[src/rtl/mau_pkg.sv]
// Shared definitions for the memory access unit: size encodings, FSM states
// and the request alignment rule.
package mau_pkg;

  localparam logic [1:0] SZ_BYTE = 2'b00;
  localparam logic [1:0] SZ_HALF = 2'b01;
  localparam logic [1:0] SZ_WORD = 2'b10;

  typedef enum logic [1:0] {
    IDLE  = 2'b00,
    READ  = 2'b01,
    WRITE = 2'b10,
    RESP  = 2'b11
  } mau_state_t;

  // True when the request cannot be served: an illegal size, or an address
  // that is not naturally aligned for the access width.
  function automatic logic mau_misaligned(input logic [1:0] size,
                                          input logic [1:0] offset);
    logic bad;
    case (size)
      SZ_BYTE: bad = 1'b0;
      SZ_HALF: bad = offset[0];
      SZ_WORD: bad = (offset != 2'b00);
      default: bad = 1'b1;
    endcase
    return bad;
  endfunction

endpackage

[src/rtl/mau_lane_align.sv]
// Little-endian lane steering between a DM word and a sub-word access:
// extracts/extends the addressed lane for loads and splices store data into
// the addressed lane for read-modify-write stores.
module mau_lane_align
  import mau_pkg::*;
#(
  parameter int DATA_W = 32
) (
  input  logic [DATA_W-1:0] word,
  input  logic [1:0]        offset,
  input  logic [1:0]        size,
  input  logic              sgn,
  input  logic [DATA_W-1:0] wdata,
  output logic [DATA_W-1:0] load_val,
  output logic [DATA_W-1:0] merged
);

  logic signed [7:0]  byte_lane;
  logic signed [15:0] half_lane;

  // Select the addressed byte and half from the word.
  always_comb begin
    byte_lane = '0;
    case (offset)
      2'd0: byte_lane = word[7:0];
      2'd1: byte_lane = word[15:8];
      2'd2: byte_lane = word[23:16];
      2'd3: byte_lane = word[31:24];
      default: byte_lane = '0;
    endcase
    half_lane = offset[1] ? word[31:16] : word[15:0];
  end

  // Right-justify the lane and extend it; word loads pass through untouched.
  always_comb begin
    load_val = word;
    case (size)
      SZ_BYTE: load_val = sgn ? {{24{byte_lane[7]}}, byte_lane}
                              : {24'h000000, byte_lane};
      SZ_HALF: load_val = sgn ? {{16{half_lane[15]}}, half_lane}
                              : {16'h0000, half_lane};
      default: load_val = word;
    endcase
  end

  // Overwrite only the addressed lane; the remaining lanes keep DM contents.
  always_comb begin
    merged = word;
    case (size)
      SZ_BYTE: begin
        case (offset)
          2'd0: merged[7:0]   = wdata[7:0];
          2'd1: merged[15:8]  = wdata[7:0];
          2'd2: merged[23:16] = wdata[7:0];
          2'd3: merged[31:24] = wdata[7:0];
          default: merged = word;
        endcase
      end
      SZ_HALF: begin
        if (offset[1]) merged[31:16] = wdata[15:0];
        else           merged[15:0]  = wdata[15:0];
      end
      default: merged = wdata;
    endcase
  end

endmodule

[src/rtl/mem_access_unit.sv]
// Load/store front-end for the word-wide data memory. Accepts one request at
// a time, checks alignment, performs read-modify-write for sub-word stores
// and returns extended load data with a single-cycle response pulse.
module mem_access_unit
  import mau_pkg::*;
#(
  parameter int ADDR_W = 32,
  parameter int DATA_W = 32
) (
  input  logic              clk,
  input  logic              rst_n,
  input  logic              req_valid,
  output logic              req_ready,
  input  logic              req_we,
  input  logic [1:0]        req_size,
  input  logic              req_signed,
  input  logic [ADDR_W-1:0] req_addr,
  input  logic [DATA_W-1:0] req_wdata,
  output logic              rsp_valid,
  output logic [DATA_W-1:0] rsp_rdata,
  output logic              rsp_err,
  output logic [ADDR_W-1:0] dm_addr,
  output logic [DATA_W-1:0] dm_datain,
  output logic              dm_wmem,
  input  logic [DATA_W-1:0] dm_dataout
);

  mau_state_t state, state_next;

  logic              accept;
  logic              req_bad;
  logic [1:0]        offset_q;
  logic [1:0]        size_q;
  logic              we_q;
  logic              sgn_q;
  logic [DATA_W-1:0] wdata_q;
  logic [DATA_W-1:0] word_q;
  logic [DATA_W-1:0] rdata_q;
  logic              err_q;
  logic [ADDR_W-1:0] index_q;
  logic [DATA_W-1:0] load_val;
  logic [DATA_W-1:0] merged;

  assign accept  = req_valid && (state == IDLE);
  assign req_bad = mau_misaligned(req_size, req_addr[1:0]);

  // Lane steering works on the live DM read of the latched index.
  mau_lane_align #(
    .DATA_W (DATA_W)
  ) u_lane_align (
    .word     (dm_dataout),
    .offset   (offset_q),
    .size     (size_q),
    .sgn      (sgn_q),
    .wdata    (wdata_q),
    .load_val (load_val),
    .merged   (merged)
  );

  // State register; reset drops any operation in flight immediately.
  always_ff @(posedge clk or negedge rst_n) begin
    if (!rst_n) state <= IDLE;
    else        state <= state_next;
  end

  // Next-state decode: errors answer directly, word stores skip the read.
  always_comb begin
    state_next = state;
    case (state)
      IDLE: begin
        if (accept) begin
          if (req_bad)                           state_next = RESP;
          else if (req_we && req_size == SZ_WORD) state_next = WRITE;
          else                                   state_next = READ;
        end
      end
      READ:    state_next = we_q ? WRITE : RESP;
      WRITE:   state_next = RESP;
      RESP:    state_next = IDLE;
      default: state_next = IDLE;
    endcase
  end

  // Request capture at accept and DM read capture/merge in READ.
  always_ff @(posedge clk or negedge rst_n) begin
    if (!rst_n) begin
      offset_q <= '0;
      size_q   <= '0;
      we_q     <= 1'b0;
      sgn_q    <= 1'b0;
      wdata_q  <= '0;
      word_q   <= '0;
      rdata_q  <= '0;
      err_q    <= 1'b0;
      index_q  <= '0;
    end else begin
      case (state)
        IDLE: begin
          if (accept) begin
            offset_q <= req_addr[1:0];
            size_q   <= req_size;
            we_q     <= req_we;
            sgn_q    <= req_signed;
            wdata_q  <= req_wdata;
            index_q  <= {2'b00, req_addr[ADDR_W-1:2]};
            err_q    <= req_bad;
            rdata_q  <= '0;
            if (req_we && !req_bad && req_size == SZ_WORD) word_q <= req_wdata;
          end
        end
        READ: begin
          if (we_q) word_q  <= merged;
          else      rdata_q <= load_val;
        end
        default: begin
        end
      endcase
    end
  end

  // Outputs decode straight from state or from registers, so no glitches.
  assign req_ready = (state == IDLE);
  assign rsp_valid = (state == RESP);
  assign dm_wmem   = (state == WRITE);
  assign rsp_rdata = rdata_q;
  assign rsp_err   = err_q;
  assign dm_addr   = index_q;
  assign dm_datain = word_q;

endmodule

[config.mk]
export PLATFORM = sky130hd
export DESIGN_NAME = mem_access_unit
export DESIGN_NICKNAME = d
export VERILOG_FILES = /design/src/rtl/mau_pkg.sv /design/src/rtl/mau_lane_align.sv /design/src/rtl/mem_access_unit.sv
export SDC_FILE = /design/constraint.sdc
export NUM_CORES = 1
export LEC_CHECK = 0
export ABC_CLOCK_PERIOD_IN_PS = 2600
export CORE_ASPECT_RATIO = 2
export CORE_MARGIN = 2
export CORE_UTILIZATION = 45
export DETAILED_ROUTE_END_ITERATION = 7
export GPL_TIMING_DRIVEN = 1
export PLACE_DENSITY = 0.76
export SLEW_MARGIN = 20
export SYNTH_ARGS = -nofsm -noshare
export SYNTH_HDL_FRONTEND = slang
export SYNTH_SLANG_ARGS = --single-unit
[constraint.sdc]
create_clock -name clk -period 2.6 [get_ports clk]
set_input_delay 0.65 -clock clk [delete_from_list [all_inputs] [get_ports clk]]
set_output_delay 0.65 -clock clk [all_outputs]
set_load 0.02 [all_outputs]
==> run summary <==
Sequential fraction of the synthesis area: 50.2%
Pre-CTS WS: -165 ps
GR met2 Demand/Resource: 53.0%
Num CTS Buffers: 17
Busiest layer in global routing: met2
Post-Synth Simple-Gate Area: 8.30%
Avg Cell Area, Syn: 11.3 sq um
Seq cells post-synth: 135
Number of I/O pins: 203
Yosys warns: 0
Largest family of logic cells by synthesized area: compound AO/OA/AOI/OAI gates
Layout fillers: 1180
Post-Route WL: 23000 microns
Clk slew on worst S/H paths: 60 ps
Storage element area: 0.00338 sq mm
Row count: 63
Antenna violations before repair: 0
Die ar.: 0.0160 sq mm
H-tree depth: 4
Main flop type after synthesis: dfrtp_1
First-pass GRT wire length: 35700 microns
Clock Skew: 5.80 ps
EDFF count, synth: 0
Final worst setup slack: 171 ps
# hold bufs at CTS: 0
RR Endpoint: dm_datain[30]$_DFFE_PN0P_
Fin crit share: 93.4%
Mean number of vias per cell: 6.01
Final hold vios: 0
Fraction of registers with async set/reset: 100%
RSZ-0062 raised after global routing: false
Routing usage on met3: 5.03%
Area contributors post-synth: dfrtp_1 (50%), mux2_2 (13%), a221o_1 (3.3%)
Adder-cell share of the synthesized area: 0.743%
DR WL/cell: 22.7 microns
Maxcap violations: 0
Critical Path End Type: output pin
Chip Height: 177 microns
# port buffers: 200
R2R Path Start: state[1]$_DFFE_PN0P_
Slew Limit Fails: 0
Die Wd: 90.5 microns
Pleak: 4.03 nW
Slew @ Worst Pin: 935 ps
Tightest Hold Check Type: in2async
CP Max Fanout: 4
Crit path cell chain: inv_1, ha_1, clkdlybuf4s50_1
Multi-input gate area: 0.00309 sq mm
Min Tclk post-route: 2430 ps
Mapped cell area: 0.00674 sq mm
Vias in the first global route: 6480
RePlAce Congestion: 1.00
Power density over the cells: 1400 mW/mm^2
Slew Limit Headroom: 37.7%
Mapped Cells: 598
Via Count: 6092
Outcome: finished, final reports clean
Critical path launch point type: register
GR Overflow Total: 0
Synthesis-to-finish area growth: 44.1%
Diodes inserted: 0
Clock sink total: 135
Mux contribution to synthesized area: 14.9%
Drt first pass iters: 8
Clock Latency Late Sink: 420 ps
Critical path buffer and inverter count: 2
Worst setup path class: reg2out
Data required time of the worst path: 1950 ps
Post-synth top area cell: dfrtp_1
Root Driver: clkbuf_16
Synth cell types: 61
Initial core utilization: 45.7%
Worst VDD drop: 0.812 mV
TritonCTS clock tree: built
Reg2reg path depth: 8
Ratio of cells with drive above 1 in the final layout: 19.2%
Pin count of the biggest net entering global routing: 52
Max incr delay on CP: 640 ps
Met1 Use GR: 29.6%
Crit path DAT: 1780 ps
Worst path slowest cell: clkdlybuf4s50_1
Cell family with most CP delay: buffers and inverters
Post-DP HPWL: 17600 microns
Xor/xnor share of the synthesized area: 0%
Maximum clock frequency: 412 MHz
Nets: 912
Number of DRC markers in iteration 0: 416
CTS Buffer Depth: 2
Core area: 0.0147 sq mm
Setup TNS: 0 ps
GR Util All Layers: 29.1%
Compound-Gate Fraction of Synth Area: 21.8%
Post-synth top area share: 50.2%
Register-to-register setup slack: 250 ps
Remaining DRCs: 0
ANT nets after route: 0
Setup violators final: 0
## synthesized netlist by cell type, drive strengths merged, types with 3 or more instances
library cell	count
buf	25
a2111oi	4
a221o	22
nand3	8
a311oi	3
nor2	9
nor3	4
or3	9
inv	13
a31oi	24
a211oi	4
a22oi	4
o21ai	24
o211ai	3
mux2	78
a21oi	32
nand2	56
o32ai	5
o22ai	8
a21boi	5
nor2b	7
a22o	10
clkbuf	22
a32oi	4
clkinv	4
o221ai	7
mux2i	10
o31ai	9
o2111ai	4
dfrtp	135
ha	4
nand2b	3
a222oi	8
a21o	3
a32o	9
## layout make-up
type / instances / area share [%]
Timing Repair Buffer: 234 / 23.8
Multi-Input combinational cell: 400 / 31.9
Sequential cell: 135 / 34.8
Tap cell: 195 / 2.51
Clock buffer: 18 / 4.42
Clock inverter: 14 / 1.95
Inverter: 17 / 0.657
## how the worst max path moves through the flow
| stage | start | end | slack [ps] | cells after the start |
|---|---|---|---|---|
| after floorplan | state[0]$_DFFE_PN0P_ | rsp_rdata[26]$_DFFE_PN0P_ | 560 | 7 |
| after global placement | dm_dataout[7] | rsp_rdata[22]$_DFFE_PN0P_ | -90 | 5 |
| after detailed placement | dm_dataout[7] | rsp_rdata[18]$_DFFE_PN0P_ | -170 | 5 |
| after CTS | state[1]$_DFFE_PN0P_ | req_ready | 40 | 3 |
| after global routing | state[1]$_DFFE_PN0P_ | dm_datain[30]$_DFFE_PN0P_ | 2 | 8 |
| final | state[0]$_DFFE_PN0P_ | dm_wmem | 170 | 3 |
## where the power goes
group          switching, mW  leakage (nW)  internal, mW  total, mW
registers              0.916          1.64          3.14       4.06
logic                   3.71          2.09          3.33       7.04
clock network          0.987         0.296          1.54       2.53
## stage by stage
step                power [mW]  area [sq um]  cells  hold WS [ps]  utilization (%)
finish                    13.6          9710   1013           199             65.8
global route              14.3          9710   1013           234             65.8
CTS                       13.6          9700   1013           215             65.8
detailed placement        11.0          9080    981           473             61.6
global placement          10.8          9080    981           466             61.6
floorplan                 7.96          6740    599           354                -
## kinds of logic after synthesis
logic type	count (synthesis)
AOI/OAI and AO/OA	195
DFF	135
and+or+nand+nor	110
muxes	89
buffers and inverters	64
adders and majority gates	4
other	1
## worst reg2reg max path, stage by stage, from the launching register on
cell       delay, ps
dfrtp_1          410
inv_1            100
ha_1             170
buf_4            310
nand2b_1         290
a2111oi_0        530
nor4_1            90
buf_4            170
a22o_1           180
## metal layers
| metal | share of wire, % | vias to the layer above |
|---|---|---|
| met5 | 0 | - |
| met4 | 7.2 | 0 |
| met3 | 5.7 | 84 |
| met2 | 54 | 341 |
| met1 | 33 | 2970 |
| li1 | - | 2697 |
## timing repair
action	CTS	global route
setup buffers	0	0
setup endpoints to repair	1	1
pin swaps	0	0
resized for setup	1	1
## cells in the final DEF, fill, tap and decap left out, types with 5 or more instances in the layout
cell	synthesis	layout
o31ai_1	9	9
a21oi_1	31	31
or3_1	8	8
mux2_2	78	78
clkbuf_16	0	17
a32o_1	9	9
mux2i_1	10	10
a21boi_0	5	5
nand3_1	7	7
inv_6	0	5
buf_4	3	31
o22ai_1	8	8
o32ai_1	5	5
clkdlybuf4s50_1	0	198
nand2_1	55	54
a222oi_1	8	8
o221ai_1	7	7
nor2b_1	7	7
a221o_1	22	22
a31oi_1	24	24
o21ai_0	23	23
inv_1	13	13
a22o_1	10	10
dfrtp_1	135	135
nor2_1	9	8
## registers in the layout, indices dropped and copies added (netlist names)
signal / count
dm_datain: 32
rsp_rdata: 32
wdata_q: 32
dm_addr: 30
offset_q: 2
size_q: 2
state: 2
rsp_err: 1
sgn_q: 1
we_q: 1
Power figures use the tool's default switching activity.
